### config.mk
export PLATFORM = sky130hd
export DESIGN_NAME = round_ctrl_bestof_flat
export DESIGN_NICKNAME = d
export VERILOG_FILES = /design/src/rtl/round_ctrl_bestof_pkg.sv /design/src/rtl/round_ctrl_bestof_if.sv /design/src/rtl/round_ctrl_bestof_tick.sv /design/src/rtl/round_ctrl_bestof.sv /design/src/flat_wrapper.sv
export SDC_FILE = /design/constraint.sdc
export NUM_CORES = 1
export LEC_CHECK = 0
export CORE_UTILIZATION = 50
export CTS_CLUSTER_SIZE = 25
export DETAILED_ROUTE_END_ITERATION = 7
export PLACE_DENSITY = 0.68
export SLEW_MARGIN = 20
export SYNTH_ARGS = -nofsm -noshare
export SYNTH_HDL_FRONTEND = slang
export SYNTH_SLANG_ARGS = --single-unit
### constraint.sdc
create_clock -name clk -period 2.5 [get_ports clk]
set_input_delay 0.5 -clock clk [delete_from_list [all_inputs] [get_ports clk]]
set_output_delay 0.5 -clock clk [all_outputs]
set_load 0.01 [all_outputs]
### src/rtl/round_ctrl_bestof_pkg.sv
// Shared codes for the best-of rock-paper-scissors match controller:
// gesture, phase and winner encodings plus the round judging function.
package rps_pkg;

  localparam logic [1:0] GEST_NONE  = 2'b00;
  localparam logic [1:0] GEST_ROCK  = 2'b01;
  localparam logic [1:0] GEST_SCIS  = 2'b10;
  localparam logic [1:0] GEST_PAPER = 2'b11;

  typedef enum logic [2:0] {
    PH_IDLE   = 3'd0,
    PH_ARMED  = 3'd1,
    PH_COUNT  = 3'd2,
    PH_REVEAL = 3'd3,
    PH_HOLD   = 3'd4,
    PH_DONE   = 3'd5
  } phase_e;

  localparam logic [1:0] WIN_NONE = 2'b00;
  localparam logic [1:0] WIN_A    = 2'b01;
  localparam logic [1:0] WIN_B    = 2'b10;
  localparam logic [1:0] WIN_DRAW = 2'b11;

  // A missing gesture forfeits to the other player; two missing gestures draw.
  function automatic logic [1:0] rps_judge(input logic [1:0] ga, input logic [1:0] gb);
    logic a_beats_b;
    a_beats_b = (ga == GEST_ROCK  && gb == GEST_SCIS)  ||
                (ga == GEST_SCIS  && gb == GEST_PAPER) ||
                (ga == GEST_PAPER && gb == GEST_ROCK);
    if (ga == gb)             return WIN_DRAW;
    else if (ga == GEST_NONE) return WIN_B;
    else if (gb == GEST_NONE) return WIN_A;
    else if (a_beats_b)       return WIN_A;
    else                      return WIN_B;
  endfunction

endpackage

### src/rtl/round_ctrl_bestof_if.sv
// Key/gesture inputs and score/phase outputs of the match controller.
interface round_ctrl_bestof_if #(parameter int SCORE_W = 4);
  logic               ready;
  logic               start;
  logic [1:0]         gest_a;
  logic [1:0]         gest_b;
  logic [SCORE_W-1:0] A;
  logic [SCORE_W-1:0] B;
  logic [2:0]         phase;
  logic [3:0]         count;
  logic [1:0]         round_winner;
  logic               match_over;

  modport master (output ready, start, gest_a, gest_b,
                  input  A, B, phase, count, round_winner, match_over);
  modport slave  (input  ready, start, gest_a, gest_b,
                  output A, B, phase, count, round_winner, match_over);
endinterface

### src/rtl/round_ctrl_bestof_tick.sv
// One-second tick generator: counts 0..CLK_HZ-1 and pulses tick_o on the last count.
module sec_tick_gen #(
  parameter int CLK_HZ = 50_000_000
) (
  input  logic clk,
  input  logic rst,
  input  logic clr_i,
  output logic tick_o
);
  localparam int CW = (CLK_HZ > 1) ? $clog2(CLK_HZ) : 1;

  logic [CW-1:0] cnt_q, cnt_d;

  assign tick_o = (cnt_q == CW'(CLK_HZ - 1));

  always_comb begin
    cnt_d = cnt_q + CW'(1);
    if (clr_i || tick_o) cnt_d = '0;
  end

  always_ff @(posedge clk or negedge rst) begin
    if (!rst) cnt_q <= '0;
    else      cnt_q <= cnt_d;
  end
endmodule

### src/rtl/round_ctrl_bestof.sv
// Best-of rock-paper-scissors match controller: arm, countdown, reveal, hold, until WIN_TARGET.
// Optional build macro DRAW_REPLAY_EN: a drawn round restarts the countdown straight from HOLD.
module round_ctrl_bestof
  import rps_pkg::*;
#(
  parameter int CLK_HZ          = 50_000_000,
  parameter int COUNT_SEC       = 3,
  parameter int RESULT_HOLD_SEC = 2,
  parameter int WIN_TARGET      = 3,
  parameter int SCORE_W         = 4
) (
  input  logic               clk,
  input  logic               rst,
  round_ctrl_bestof_if.slave bus
);
  localparam int HW = $clog2(RESULT_HOLD_SEC + 1);
`ifdef DRAW_REPLAY_EN
  localparam bit DRAW_REPLAY = 1'b1;
`else
  localparam bit DRAW_REPLAY = 1'b0;
`endif

  if (WIN_TARGET > (2**SCORE_W) - 1) begin : g_bad_score_w
    $error("WIN_TARGET does not fit in SCORE_W bits");
  end

  phase_e             state_q, state_d;
  logic [3:0]         count_q, count_d;
  logic [HW-1:0]      hold_q, hold_d;
  logic [SCORE_W-1:0] a_q, a_d, b_q, b_d;
  logic [1:0]         win_q, win_d;
  logic               match_over_q;
  logic               tick, clr;
  logic [1:0]         judged;

  sec_tick_gen #(.CLK_HZ(CLK_HZ)) u_tick (
    .clk    (clk),
    .rst    (rst),
    .clr_i  (clr),
    .tick_o (tick)
  );

  assign judged = rps_judge(bus.gest_a, bus.gest_b);

  always_comb begin
    state_d = state_q;
    count_d = count_q;
    hold_d  = hold_q;
    a_d     = a_q;
    b_d     = b_q;
    win_d   = win_q;
    clr     = 1'b0;
    case (state_q)
      PH_IDLE: if (bus.ready) state_d = PH_ARMED;
      PH_ARMED: begin
        if (bus.start) begin
          state_d = PH_COUNT;
          count_d = 4'(COUNT_SEC);
          win_d   = WIN_NONE;
          clr     = 1'b1;
        end
      end
      PH_COUNT: begin
        if (tick) begin
          count_d = count_q - 4'd1;
          if (count_q == 4'd1) state_d = PH_REVEAL;
        end
      end
      PH_REVEAL: begin
        win_d   = judged;
        state_d = PH_HOLD;
        hold_d  = HW'(RESULT_HOLD_SEC);
        clr     = 1'b1;
        if (judged == WIN_A && a_q < SCORE_W'(WIN_TARGET)) a_d = a_q + SCORE_W'(1);
        if (judged == WIN_B && b_q < SCORE_W'(WIN_TARGET)) b_d = b_q + SCORE_W'(1);
      end
      PH_HOLD: begin
        if (tick) begin
          hold_d = hold_q - HW'(1);
          if (hold_q == HW'(1)) begin
            if (a_q == SCORE_W'(WIN_TARGET) || b_q == SCORE_W'(WIN_TARGET)) begin
              state_d = PH_DONE;
            end else if (DRAW_REPLAY && win_q == WIN_DRAW) begin
              state_d = PH_COUNT;
              count_d = 4'(COUNT_SEC);
              win_d   = WIN_NONE;
              clr     = 1'b1;
            end else begin
              state_d = PH_ARMED;
            end
          end
        end
      end
      PH_DONE: begin
        if (bus.ready) begin
          state_d = PH_ARMED;
          a_d     = '0;
          b_d     = '0;
          win_d   = WIN_NONE;
        end
      end
      default: state_d = PH_IDLE;
    endcase
  end

  always_ff @(posedge clk or negedge rst) begin
    if (!rst) begin
      state_q      <= PH_IDLE;
      count_q      <= '0;
      hold_q       <= '0;
      a_q          <= '0;
      b_q          <= '0;
      win_q        <= WIN_NONE;
      match_over_q <= 1'b0;
    end else begin
      state_q      <= state_d;
      count_q      <= count_d;
      hold_q       <= hold_d;
      a_q          <= a_d;
      b_q          <= b_d;
      win_q        <= win_d;
      match_over_q <= (state_d == PH_DONE);
    end
  end

  assign bus.A            = a_q;
  assign bus.B            = b_q;
  assign bus.phase        = state_q;
  assign bus.count        = count_q;
  assign bus.round_winner = win_q;
  assign bus.match_over   = match_over_q;
endmodule

### src/flat_wrapper.sv
// flat-port wrapper written by rule: the top's interface ports become plain ports
module round_ctrl_bestof_flat import rps_pkg::*;
#(
  parameter int CLK_HZ          = 50_000_000,
  parameter int COUNT_SEC       = 3,
  parameter int RESULT_HOLD_SEC = 2,
  parameter int WIN_TARGET      = 3,
  parameter int SCORE_W         = 4
)
  (clk, rst, bus_ready, bus_start, bus_gest_a, bus_gest_b, bus_A, bus_B, bus_phase, bus_count, bus_round_winner, bus_match_over);
  round_ctrl_bestof_if #(.SCORE_W(SCORE_W)) bus_i ();
  input  logic clk;
  input  logic rst;
  input wire logic [$bits(bus_i.ready)-1:0] bus_ready;
  input wire logic [$bits(bus_i.start)-1:0] bus_start;
  input wire logic [$bits(bus_i.gest_a)-1:0] bus_gest_a;
  input wire logic [$bits(bus_i.gest_b)-1:0] bus_gest_b;
  output wire logic [$bits(bus_i.A)-1:0] bus_A;
  output wire logic [$bits(bus_i.B)-1:0] bus_B;
  output wire logic [$bits(bus_i.phase)-1:0] bus_phase;
  output wire logic [$bits(bus_i.count)-1:0] bus_count;
  output wire logic [$bits(bus_i.round_winner)-1:0] bus_round_winner;
  output wire logic [$bits(bus_i.match_over)-1:0] bus_match_over;
  assign bus_i.ready = bus_ready;
  assign bus_i.start = bus_start;
  assign bus_i.gest_a = bus_gest_a;
  assign bus_i.gest_b = bus_gest_b;
  assign bus_A = bus_i.A;
  assign bus_B = bus_i.B;
  assign bus_phase = bus_i.phase;
  assign bus_count = bus_i.count;
  assign bus_round_winner = bus_i.round_winner;
  assign bus_match_over = bus_i.match_over;
  round_ctrl_bestof #(.CLK_HZ(CLK_HZ), .COUNT_SEC(COUNT_SEC), .RESULT_HOLD_SEC(RESULT_HOLD_SEC), .WIN_TARGET(WIN_TARGET), .SCORE_W(SCORE_W)) u_core (.clk(clk), .rst(rst), .bus(bus_i));
endmodule
; Word-level counts from Yosys, hierarchy flattened
; Index checks and enable logic that the tools add are counted.
[totals]
register_bits = 46
output_inout_bits = 18
inputBits = 8
[classes]
n_lt_le_gt_ge = 2
n_mux = 28
addsub = 5
reduce_logical = 22
n_eq_ne = 26
[ops]
columns = operator, n
row1 = "26-bit by 1-bit adder with 26-bit output, second input constant", 1
row2 = "26-bit equality test, second input constant", 1
row3 = 26-bit 2-to-1 mux, 1
row4 = 4-bit case mux with 2 select lines, 3
row5 = 3-bit 2-to-1 mux, 7
row6 = 4-bit 2-to-1 mux, 5
row7 = 3-bit case mux with 5 select lines, 1
row8 = 2-bit 2-to-1 mux, 7
row9 = 3-bit AND reduction, 4
row10 = "2-bit equality test, second input constant", 5
row11 = "3-bit equality test, second input constant", 3
row12 = "4-bit by 1-bit adder with 4-bit output, second input constant", 2
row13 = "2-bit by 1-bit equality test with 1-bit output, second input constant", 4
row14 = "4-bit by 2-bit equality test with 1-bit output, second input constant", 2
row15 = "4-bit by 2-bit < comparator with 1-bit output, second input constant", 2
row16 = "2-bit != test, second input constant", 4
row17 = "3-bit by 2-bit equality test with 1-bit output, second input constant", 2
row18 = 2-bit case mux with 3 select lines, 1
row19 = 2-bit nonzero test, 3
row20 = 1-bit logical AND, 5
row21 = "4-bit by 1-bit equality test with 1-bit output, second input constant", 1
row22 = 2-bit logical NOT, 2
row23 = 1-bit logical OR, 4
row24 = "2-bit by 1-bit != test with 1-bit output, second input constant", 2
row25 = 11 further kinds, 11

; Depth between registers and ports, before layout
; Gate-level depths: netlist (run 1).
[logic_depth]
ltp_word = 12
ltp_mapped = 7

; Cells and area by module
; From an unflattened synthesis (run 1), not the netlist that was laid out.
[hier_totals]
hier_cells = 254
area_unflattened_um2 = 2474.9
[modules_own_cells]
columns = mod, area_each_um2, cells_per_inst, instances, seq_area_each_um2
row1 = sec_tick_gen, 1385.1, 144, 1, 650.6
row2 = round_ctrl_bestof, 1089.8, 110, 1, 500.5

; Worst setup path after synthesis (run 1)
; Ideal clock, no wire load.
[synth_path]
path_type = register to register
start = register u_core.u_tick.cnt_q[0]
end = register u_core.u_tick.cnt_q[2]
setup_slack_ns = 0.517
n_path_buf = 2
path_stages_with_launch = 8
arrival_time_ns = 1.851
cell_sequence = dfrtp_1 -> ha_1 -> and4_1 -> clkbuf_1 -> nand4_1 -> o22ai_2 -> clkbuf_1 -> nor2_1
[synth_between]
elab_chain_len = 3
elab_cells_between_ends = 4
[synth_rtl]
columns = element, line
row1 = "start, declared", round_ctrl_bestof_tick.sv:12  ; logic [CW-1:0] cnt_q, cnt_d;
row2 = "start signal, assigned", round_ctrl_bestof_tick.sv:23  ; else cnt_q <= cnt_d;
row3 = "parallel branches: the longest is 2 deep, another holds 26-bit by 1-bit adder with 26-bit output", --
row4 = 26-bit 2-to-1 mux (*), round_ctrl_bestof_tick.sv:18  ; if (clr_i || tick_o) cnt_d = '0;
row5 = via u_core.u_tick.cnt_d[2], round_ctrl_bestof_tick.sv:12
; Mark *: on every way through the listed nets, which the timed path passes.
; A chain may end at the register's enable or synchronous reset.

; Final worst setup path (run 1)
[layout_path]
start = register u_core.u_tick.cnt_q[0]
end = register u_core.hold_q[1]
[layout_between]
elab_chain_len = 3
[layout_rtl]
columns = element, line
row1 = 26-bit equality test, round_ctrl_bestof_tick.sv:14  ; assign tick_o = (cnt_q == CW'(CLK_HZ - 1));
row2 = 2-bit != test (no source line), --
row3 = 2-bit AND reduction (no source line), --
row4 = "end signal, assigned", round_ctrl_bestof.sv:118  ; hold_q <= hold_d;
row5 = "end, declared", round_ctrl_bestof.sv:29  ; logic [HW-1:0] hold_q, hold_d;
; Every way passes these cells.

==> metrics, run 1 <==
HPWL Detailed 3.64 mm; Synth Register Bits 46; layout cells sized above 1 6.21%; area growth from synthesis to layout 16.1%; YS warnings 0; normalized max-slew margin 62.8%; EDFF count, synth 0; Syn Inst Count 265; met2 routed WL 2.41 mm; Iteration-0 DRC Markers 107; post-synthesis sequential area ratio 45.7%; type of origin of the critical path flop; first-pass GRT wire length 9.17 mm; Reg clk slew, reported paths 0.08 ns; first drt pass iteration count 4; Die Area 0.00533 mm^2; compound-cell area share of the yosys netlist 13.2%; clock sinks 46; Critical Path RT 2.68 ns; clock buffers created by TritonCTS 5; initial antenna violation count 0; routed wire length 5.05 mm; DRC violations left 0; Adder-Cell Fraction of Synth Area 2.98%; CP Capture Type flop; outcome complete, no violations; syn nets 279; Synth area leaders dfrtp_1 (46%), a21oi_1 (3.6%), nand2_1 (3.3%); post-route clock period utilization 83.0%; Yosys top cell area share 45.7%; post-cts sizing count 0; GP Congestion 0.814; worst min-delay path category in2async; main combinational cell family by area after synthesis simple AND/OR/NAND/NOR gates; # hold bufs at CTS 0; most frequent cells after synthesis dfrtp_1 (46), nand2_1 (22), nor2_1 (21); Slew Viols, Final 0; CP arrival 2.26 ns; Met3 Wirelength 246 um; final hold vios 0; Synth Area per Inst 9.50 um^2; fraction of synthesized cell area in xor and xnor cells 4.17%; CTS root buf clkbuf_8; top_reg_cell synth dfrtp_1; die height 73.0 um; cell taking the most area after synthesis dfrtp_1; CP Max Fanout 9; max layer used met4; # rows 25; Max Clock Freq 482 MHz; H-tree Lvls 2; Placement Setup Slack 0.438 ns; Netlist Area Pre-Place 0.00252 mm^2; multiplexer area fraction after synthesis 1.59%; critical path class reg2reg; asr flop ratio synth 100%; maximum vdd drop 478 uV; gr ovfl total 0; DRT met1 WL 2.36 mm; TritonCTS clock tree built; core area 0.00479 mm^2; postcts setup bufs 0; most common cell in the synthesized netlist dfrtp_1; antenna diode count 0; drt wl/cell 14.1 um; Initial Util 52.6%; Fin Setup TNS 0 ns; static leakage power 1.20 nW; fin crit period 2.08 ns; Clk Latency, worst-skew pair 0.29 ns; clock buffer depth 2; Die W 73.0 um; worst setup margin 0.425 ns; slew at the pin with the worst max-slew slack 0.559 ns; RSZ-0062 raised after global routing false; Vias/cell 5.78; pin count of the biggest net entering global routing 27; vias in the first global route 1996; via total after detailed routing 2063; Nets 303; antenna-violating nets left 0; Max-Cap Viols 0; post-synthesis simple-gate area fraction 28.6%; I/O pins 26; Total Routing Usage GR 22.3%; post-synth cell types 50; PwrDens 691 mW/mm^2; Clock Skew 0.00423 ns; Setup-failing EPs final 0; Port Buf Inserts 25
-- registers in the layout, indices dropped and copies added (netlist names) --
signal,cells
u_core.hold_q,2
u_core.bus.round_winner,2
u_core.bus.match_over,1
u_core.bus.A,4
u_core.bus.phase,3
u_core.bus.B,4
u_core.u_tick.cnt_q,26
u_core.bus.count,4
-- cell usage in the layout, fill, tap and decap left out, drive strengths merged, types with 3 or more instances in the layout --
cell type / instances
xnor2: 7
and4: 6
dfrtp: 46
clkdlybuf4s50: 24
nor4: 4
and2: 5
clkbuf: 7
or4: 11
nor2: 21
nor4b: 3
xor2: 5
or3: 7
nor3: 5
nand3b: 4
buf: 4
inv: 12
ha: 6
o31ai: 11
nand3: 13
o21ai: 7
a21oi: 18
nand4: 9
nand2: 22
mux2i: 4
-- cells by family (layout without fill, tap and decap cells) --
| kind of cell | Yosys count | after routing |
|---|---|---|
| simple gates | 123 | 123 |
| compound gates | 51 | 51 |
| flops | 46 | 46 |
| buf+inv | 23 | 48 |
| xor+xnor | 12 | 12 |
| fa+ha+maj | 6 | 6 |
| mux | 4 | 4 |
-- routing by layer --
layer	global-route usage [%]	vias up
met4	5.45	0
met2	36.7	47
li1	-	1018
met1	30.4	996
met5	0	-
met3	4.28	2
-- final timing paths --
path / end / depth (start not counted) / from / slack, ns
hold / removal: u_core.bus.count[0] / 1 / rst / 0.19
max in group asynchronous: u_core.bus.A[1] / 2 / rst / 1.80
setup reg to reg: u_core.hold_q[1] / 5 / u_core.u_tick.cnt_q[0] / 0.42
min in group clk: u_core.u_tick.cnt_q[0] / 1 / u_core.u_tick.cnt_q[0] / 0.49
hold reg to reg: u_core.u_tick.cnt_q[0] / 1 / u_core.u_tick.cnt_q[0] / 0.49
setup / recovery: u_core.hold_q[1] / 5 / u_core.u_tick.cnt_q[0] / 0.42
-- through the flow --
step	utilization [%]	cell area (um^2)	hold slack, ns	total power, mW	cells
after floorplan	-	2520	0.204	1.32	265
after global placement	59.2	2830	0.466	1.57	349
after detailed placement	59.2	2830	0.478	1.58	349
after CTS	61.1	2920	0.207	2.05	357
after global routing	61.1	2920	0.236	2.17	357
final	61.1	2920	0.190	2.02	357
-- critical path, stage by stage, from the launching register on --
cell     delay (ns)
dfrtp_1        0.39
ha_1           0.23
and4_1         0.41
nand4_1        0.21
or3_1          0.42
a211o_1        0.30
-- area by class of cell --
type,count,area [um^2]
Sequential cell,46,1150
Inverter,12,45.0
Clock inverter,1,5.00
Multi-Input combinational cell,196,1270
Tap cell,67,83.8
Fill cell,430,1860
Timing Repair Buffer,28,280
Clock buffer,7,86.3
-- where the power goes --
group	switching (mW)	total, mW	internal (mW)
clock	0.240	0.464	0.223
combinational	0.283	0.569	0.285
sequential	0.141	0.989	0.847
total	0.665	2.02	1.36
Note: power is estimated with default switching activity, not from simulation.
==> run 2, diff against run 1 <==
--- a/config.mk
+++ b/config.mk
@@ -8,7 +8,7 @@
 export CORE_UTILIZATION = 50
 export CTS_CLUSTER_SIZE = 25
 export DETAILED_ROUTE_END_ITERATION = 7
-export PLACE_DENSITY = 0.68
+export PLACE_DENSITY = 0.7
 export SLEW_MARGIN = 20
 export SYNTH_ARGS = -nofsm -noshare
 export SYNTH_HDL_FRONTEND = slang
==> constraint.sdc (replaced) <==
create_clock -name clk -period 1.9 [get_ports clk]
set_input_delay 0.38 -clock clk [delete_from_list [all_inputs] [get_ports clk]]
set_output_delay 0.38 -clock clk [all_outputs]
set_load 0.01 [all_outputs]
==> run 2 against run 1 <==
Compared with the run above:
- critical path depth is 1 lower
- design area is 9.6% higher
- combinational power grew 61%
- die area is the same
- clock power grew 59%
- flip-flop and latch count did not move
- maximum frequency increased by 11%
- highest routed layer unchanged
- worst hold slack lost 0.12 ns
- global-route usage hardly changed
==> metrics, run 2 (synthesis results as in run 1) <==
Iteration-0 DRC Markers 117 (+9.3%); critical path class reg2reg; clock buffers created by TritonCTS 5 (unchanged); post-route clock period utilization 98.5% (+15 points); reg2reg end u_core.u_tick.cnt_q[25]; # rows 25 (unchanged); Reg with most FFs u_core.u_tick.cnt_q; fin crit period 1.87 ns (-0.204 ns); CP Max Fanout 11 (+2); placed insts 375 (+7.4%); Reg2Reg Setup Slack 0.03 ns (-0.40 ns); DP Area 0.00304 mm^2 (+7.3%); TritonCTS clock tree built; slew at the pin with the worst max-slew slack 0.601 ns (+0.0428 ns); Slew Viols, Final 0 (unchanged); GP Congestion 0.836 (+2.8%); area growth from synthesis to layout 27.3%; DRC violations left 0 (unchanged); RSZ-0062 raised after global routing true; Clk Latency, worst-skew pair 0.30 ns (about the same); # hold bufs at CTS 0 (unchanged); Fin Setup TNS 0 ns (unchanged); GR peak layer met2; I/O pins 26 (unchanged); Port Buf Inserts 25 (unchanged); maximum vdd drop 634 uV (+33%); Final Instance Area 0.00321 mm^2 (+9.6%); static leakage power 1.35 nW (+13%); Reg clk slew, reported paths 0.09 ns (about the same); antenna diode count 0 (unchanged); Largest register FFs 26 (unchanged); first drt pass iteration count 4 (unchanged); HPWL Detailed 3.87 mm (+6.4%); fin util 67.0% (+5.9 points); Clock Skew 0.0106 ns (+0.00640 ns); RR Startpoint u_core.u_tick.cnt_q[9]; # fillers 405 (-5.8%); Fin Hold WS 0.0737 ns (-0.116 ns); CTS root buf clkbuf_8; Total Routing Usage GR 22.3% (+0.046 points); core area 0.00479 mm^2 (unchanged); final hold vios 0 (unchanged); via total after detailed routing 2180 (+5.7%); outcome complete, no violations; antenna-violating nets left 0 (unchanged); normalized max-slew margin 59.9% (-2.9 points); drt wl/cell 14.3 um (+1.3%); Max Clock Freq 534 MHz (+11%); H-tree Lvls 2 (unchanged); Setup-failing EPs final 0 (unchanged); layout cells sized above 1 16.6% (+10 points); pin count of the biggest net entering global routing 27 (unchanged); Multi-input gate area 0.00130 mm^2 (+2.5%); met2 Track Usage GR 37.1% (+0.42 points); Initial Util 52.6% (unchanged); PwrDens 912 mW/mm^2 (+32%); Nets 332 (+9.6%); clock sinks 46 (unchanged); vias in the first global route 2027 (+1.6%); die height 73.0 um (unchanged); Placement Setup Slack 0.0182 ns (-0.420 ns); CP Capture Type flop; worst setup margin 0.0289 ns (-0.396 ns); clock buffer depth 2 (unchanged); first-pass GRT wire length 9.07 mm (-1.1%); Die W 73.0 um (unchanged); gr ovfl total 0 (unchanged); Max-Cap Viols 0 (unchanged); CP Launch Point u_core.u_tick.cnt_q[9]; Non-Filler Instances 386 (+8.1%); type of origin of the critical path flop; grt met3 use 4.28% (unchanged); CP arrival 2.10 ns (-0.16 ns); Power Total 2.92 mW (+45%); Critical Path RT 2.13 ns (-0.55 ns); M1 GR Usage 28.5% (-1.9 points); leading cell type in the layout, fill and taps excluded dfrtp_1; Sequential Area 0.00115 mm^2 (+0.11%); worst min-delay path category in2async; routed wire length 5.53 mm (+9.5%); Vias/cell 5.65 (-2.3%); commonest cells after routing, fill and taps aside dfrtp_1 (45), buf_4 (30), clkdlybuf4s50_1 (24); Die Area 0.00533 mm^2 (unchanged); initial antenna violation count 0 (unchanged); Worst Reg2Reg Path Length in Cells 4 (-1)
==> run 2: critical path: stages, from the launching register on <==
cell     delay (ns)
dfrtp_1        0.42
nand4_2        0.13
or4_4          0.57
or4_1          0.53
a21oi_1        0.13
==> run 2: what timing repair did <==
action | 4_1_cts | 5_1_grt
endpoints found under the setup margin | 1 | 32
pin swaps | 1 | 3
resized for setup | 0 | 8
buffers inserted | 0 | 3
==> run 2: cell type report <==
| class | instances | area share, % |
|---|---|---|
| multi-input combinational | 196 | 40.7 |
| sequential | 46 | 35.9 |
| timing repair buffer | 57 | 15.9 |
| tap | 67 | 2.62 |
| clock buffer | 6 | 2.26 |
| inverter | 12 | 1.41 |
| clock inverter | 2 | 1.17 |
==> run 2: how the worst max path moves through the flow <==
stage                                    to  slack [ns]
finish              u_core.u_tick.cnt_q[25]        0.03
global route            u_core.bus.count[3]       -0.03
CTS                        u_core.hold_q[1]       0.009
detailed placement         u_core.hold_q[1]        0.02
global placement    u_core.u_tick.cnt_q[25]        0.07
floorplan                  u_core.hold_q[1]        0.06
==> run 2: power by group <==
part | internal [mW] | switching [mW] | total [mW]
Clock | 0.393 | 0.343 | 0.736
Combinational | 0.470 | 0.448 | 0.918
Sequential | 1.12 | 0.154 | 1.27
Total | 1.98 | 0.945 | 2.92
==> run 2: metal layers <==
| metal | share of wire (%) | vias to the layer above |
|---|---|---|
| met5 | 0 | - |
| met4 | 1.3 | 0 |
| met3 | 2.6 | 7 |
| met2 | 47 | 37 |
| met1 | 49 | 1055 |
| li1 | - | 1081 |
==> run 3, diff against run 2 <==
--- a/config.mk
+++ b/config.mk
@@ -5,10 +5,13 @@
 export SDC_FILE = /design/constraint.sdc
 export NUM_CORES = 1
 export LEC_CHECK = 0
+export ABC_AREA = 1
+export CORE_MARGIN = 2
 export CORE_UTILIZATION = 50
 export CTS_CLUSTER_SIZE = 25
 export DETAILED_ROUTE_END_ITERATION = 7
 export PLACE_DENSITY = 0.7
+export SETUP_SLACK_MARGIN = 0.2
 export SLEW_MARGIN = 20
 export SYNTH_ARGS = -nofsm -noshare
 export SYNTH_HDL_FRONTEND = slang
==> run 3 against run 2 <==
Compared with the run above:
- register-to-register slack better by 0.29 ns
- critical path type is now reg2out
- routed wire length up 16%
- synthesized cell count up 49%
- via count up 17%
==> metrics, run 3 <==
outcome complete, no violations; CP Max Fanout 5 (-6); post-synth cell types 29 (-42%); first-pass GRT wire length 10.7 mm (+18%); Netlist Area Pre-Place 0.00278 mm^2 (+10%); worst setup margin 0.237 ns (+0.208 ns); via total after detailed routing 2540 (+17%); fin crit period 1.66 ns (-0.208 ns); cell taking the most area after synthesis dfrtp_1; Reg2Reg Setup Slack 0.32 ns (+0.29 ns); most frequent cells after synthesis nand2_1 (120), nor2_1 (68), inv_1 (56); Clk Latency, worst-skew pair 0.30 ns (about the same); DRC violations left 0 (unchanged); Synth area leaders dfrtp_1 (41%), nand2_1 (16%), nor2_1 (9.2%); post-synthesis sequential area ratio 41.4% (-4.3 points); Fin Hold WS 0.166 ns (+0.0919 ns); Setup-failing EPs final 0 (unchanged); slew at the pin with the worst max-slew slack 0.580 ns (-0.0211 ns); pin count of the biggest net entering global routing 47 (+74%); Max Clock Freq 601 MHz (+12%); I/O pins 26 (unchanged); most common cell in the synthesized netlist nand2_1; leading cell type in the layout, fill and taps excluded nand2_1; CP Capture Type output port; maximum vdd drop 781 uV (+23%); H-tree Lvls 2 (unchanged); Fin Setup TNS 0 ns (unchanged); core area 0.00544 mm^2 (+14%); Non-Filler Instances 508 (+32%); Buf+Inv Stages, Crit Path 1 (+1); Yosys top cell area share 41.4% (-4.3 points); Synth Area per Inst 7.04 um^2 (-26%); grt met3 use 3.56% (-0.72 points); HPWL Detailed 4.61 mm (+19%); post-route clock period utilization 87.5% (-11 points); Nets 449 (+35%); Reg clk slew, reported paths 0.08 ns (about the same); Die Area 0.00618 mm^2 (+16%); static leakage power 1.59 nW (+17%); Syn Inst Count 395 (+49%); vias in the first global route 2453 (+21%); Slew Viols, Final 0 (unchanged); layout cells sized above 1 9.86% (-6.8 points); CP arrival 1.28 ns (-0.82 ns); crit path cell chain clkdlybuf4s50_1; antenna-violating nets left 0 (unchanged); Sw Pwr 1.32 mW (+39%); antenna diode count 0 (unchanged); clock buffer depth 2 (unchanged); Initial Util 51.1% (-1.5 points); normalized max-slew margin 61.3% (+1.4 points); PwrDens 1050 mW/mm^2 (+15%); Vias/cell 5.00 (-11%); CP max-delay cell clkdlybuf4s50_1; placed insts 493 (+31%); Iteration-0 DRC Markers 119 (+1.7%); # hold bufs at CTS 0 (unchanged); GR peak layer met2; Synth Register Bits 46 (unchanged); TritonCTS clock tree built; Port Buf Inserts 25 (unchanged); RSZ-0062 raised after global routing false; Largest register FFs 26 (unchanged); Worst path top cell family by delay buffers and inverters; syn nets 409 (+47%); # rows 27 (+8.0%); top_reg_cell synth dfrtp_1; clock buffers created by TritonCTS 5 (unchanged); drt wl/cell 12.6 um (-12%); met2 Track Usage GR 37.3% (+0.19 points); area growth from synthesis to layout 18.4%; Max-Cap Viols 0 (unchanged); routed wire length 6.40 mm (+16%); GP Congestion 0.929 (+11%); commonest cells after routing, fill and taps aside nand2_1 (120), nor2_1 (68), inv_1 (56); Total Routing Usage GR 21.7% (-0.64 points); CTS root buf clkbuf_8; clock share of power 17.8% (-7.4 points); first drt pass iteration count 5 (+1); Reg with most FFs u_core.u_tick.cnt_q; Sw Share 38.0% (+5.7 points); Placement Setup Slack 0.142 ns (+0.124 ns); Pint 2.14 mW (+8.4%); critical path class reg2out; EDFF count, synth 0 (unchanged); worst min-delay path category in2async; type of origin of the critical path flop; clock sinks 46 (unchanged); initial antenna violation count 0 (unchanged); M1 GR Usage 28.0% (-0.50 points); Power Total 3.46 mW (+18%); YS warnings 0 (unchanged); Combinational Power Share 42.7% (+11 points); Critical Path RT 1.52 ns (-0.61 ns); worst stage delay on the critical path 0.56 ns (about the same); asr flop ratio synth 100% (unchanged); die height 78.6 um (+7.7%); Flop pwr share 39.5% (-3.9 points); final hold vios 0 (unchanged); Die W 78.6 um (+7.7%); Clock Skew 0.00687 ns (-0.00376 ns); gr ovfl total 0 (unchanged)
## run 3: cell type report
type,count,area [um^2]
fill,523,2150
multi-input combinational,291,1430
sequential,46,1150
timing repair buffer,34,315
inverter,57,214
tap,72,90.1
clock buffer,7,86.3
clock inverter,1,5.00
## run 3: routing by layer
metal | part of all wire (%) | wire, um
met3 | 2.5 | 161
met5 | 0 | 0
met1 | 47 | 3010
met2 | 50 | 3170
met4 | 0.78 | 50
## run 3: power groups by stage
stage,registers [mW],clock network [mW],logic (mW)
final,1.37,0.616,1.48
after global routing,1.40,0.678,1.67
after CTS,1.38,0.641,1.34
after detailed placement,1.39,0,1.33
after global placement,1.39,0,1.31
after floorplan,1.42,0,0.827
## run 3: path summary, 6_finish.rpt
check                                              from                     end  cells after the start
worst max register to register  u_core.u_tick.cnt_q[21]     u_core.bus.count[0]                      9
worst min register to register         u_core.hold_q[0]        u_core.hold_q[0]                      1
worst min-delay path                                rst  u_core.u_tick.cnt_q[1]                      2
min in group clk                       u_core.hold_q[0]        u_core.hold_q[0]                      1
max in group asynchronous                           rst     u_core.bus.phase[0]                      2
worst max-delay path                u_core.bus.count[2]            bus_count[2]                      1
## run 3: metrics by stage
step,utilization [%],instance area [um^2]
after global routing,60.5,3290
after floorplan,-,2780
final,60.5,3290
after global placement,57.3,3120
after detailed placement,57.3,3120
after CTS,59.0,3210
## run 3: cell families after synthesis
family | share of synthesized area, %
DFF | 41.4
adders and majority gates | 2.70
and+or+nand+nor | 40.3
xor gates and xnor gates | 3.78
buffers and inverters | 8.50
AOI/OAI and AO/OA | 3.33
## run 3: what timing repair did
action | CTS | global route
pin swaps | 0 | 1
resized for setup | 1 | 7
endpoints found under the setup margin | 2 | 34
cloned | 0 | 1
setup buffers | 0 | 6
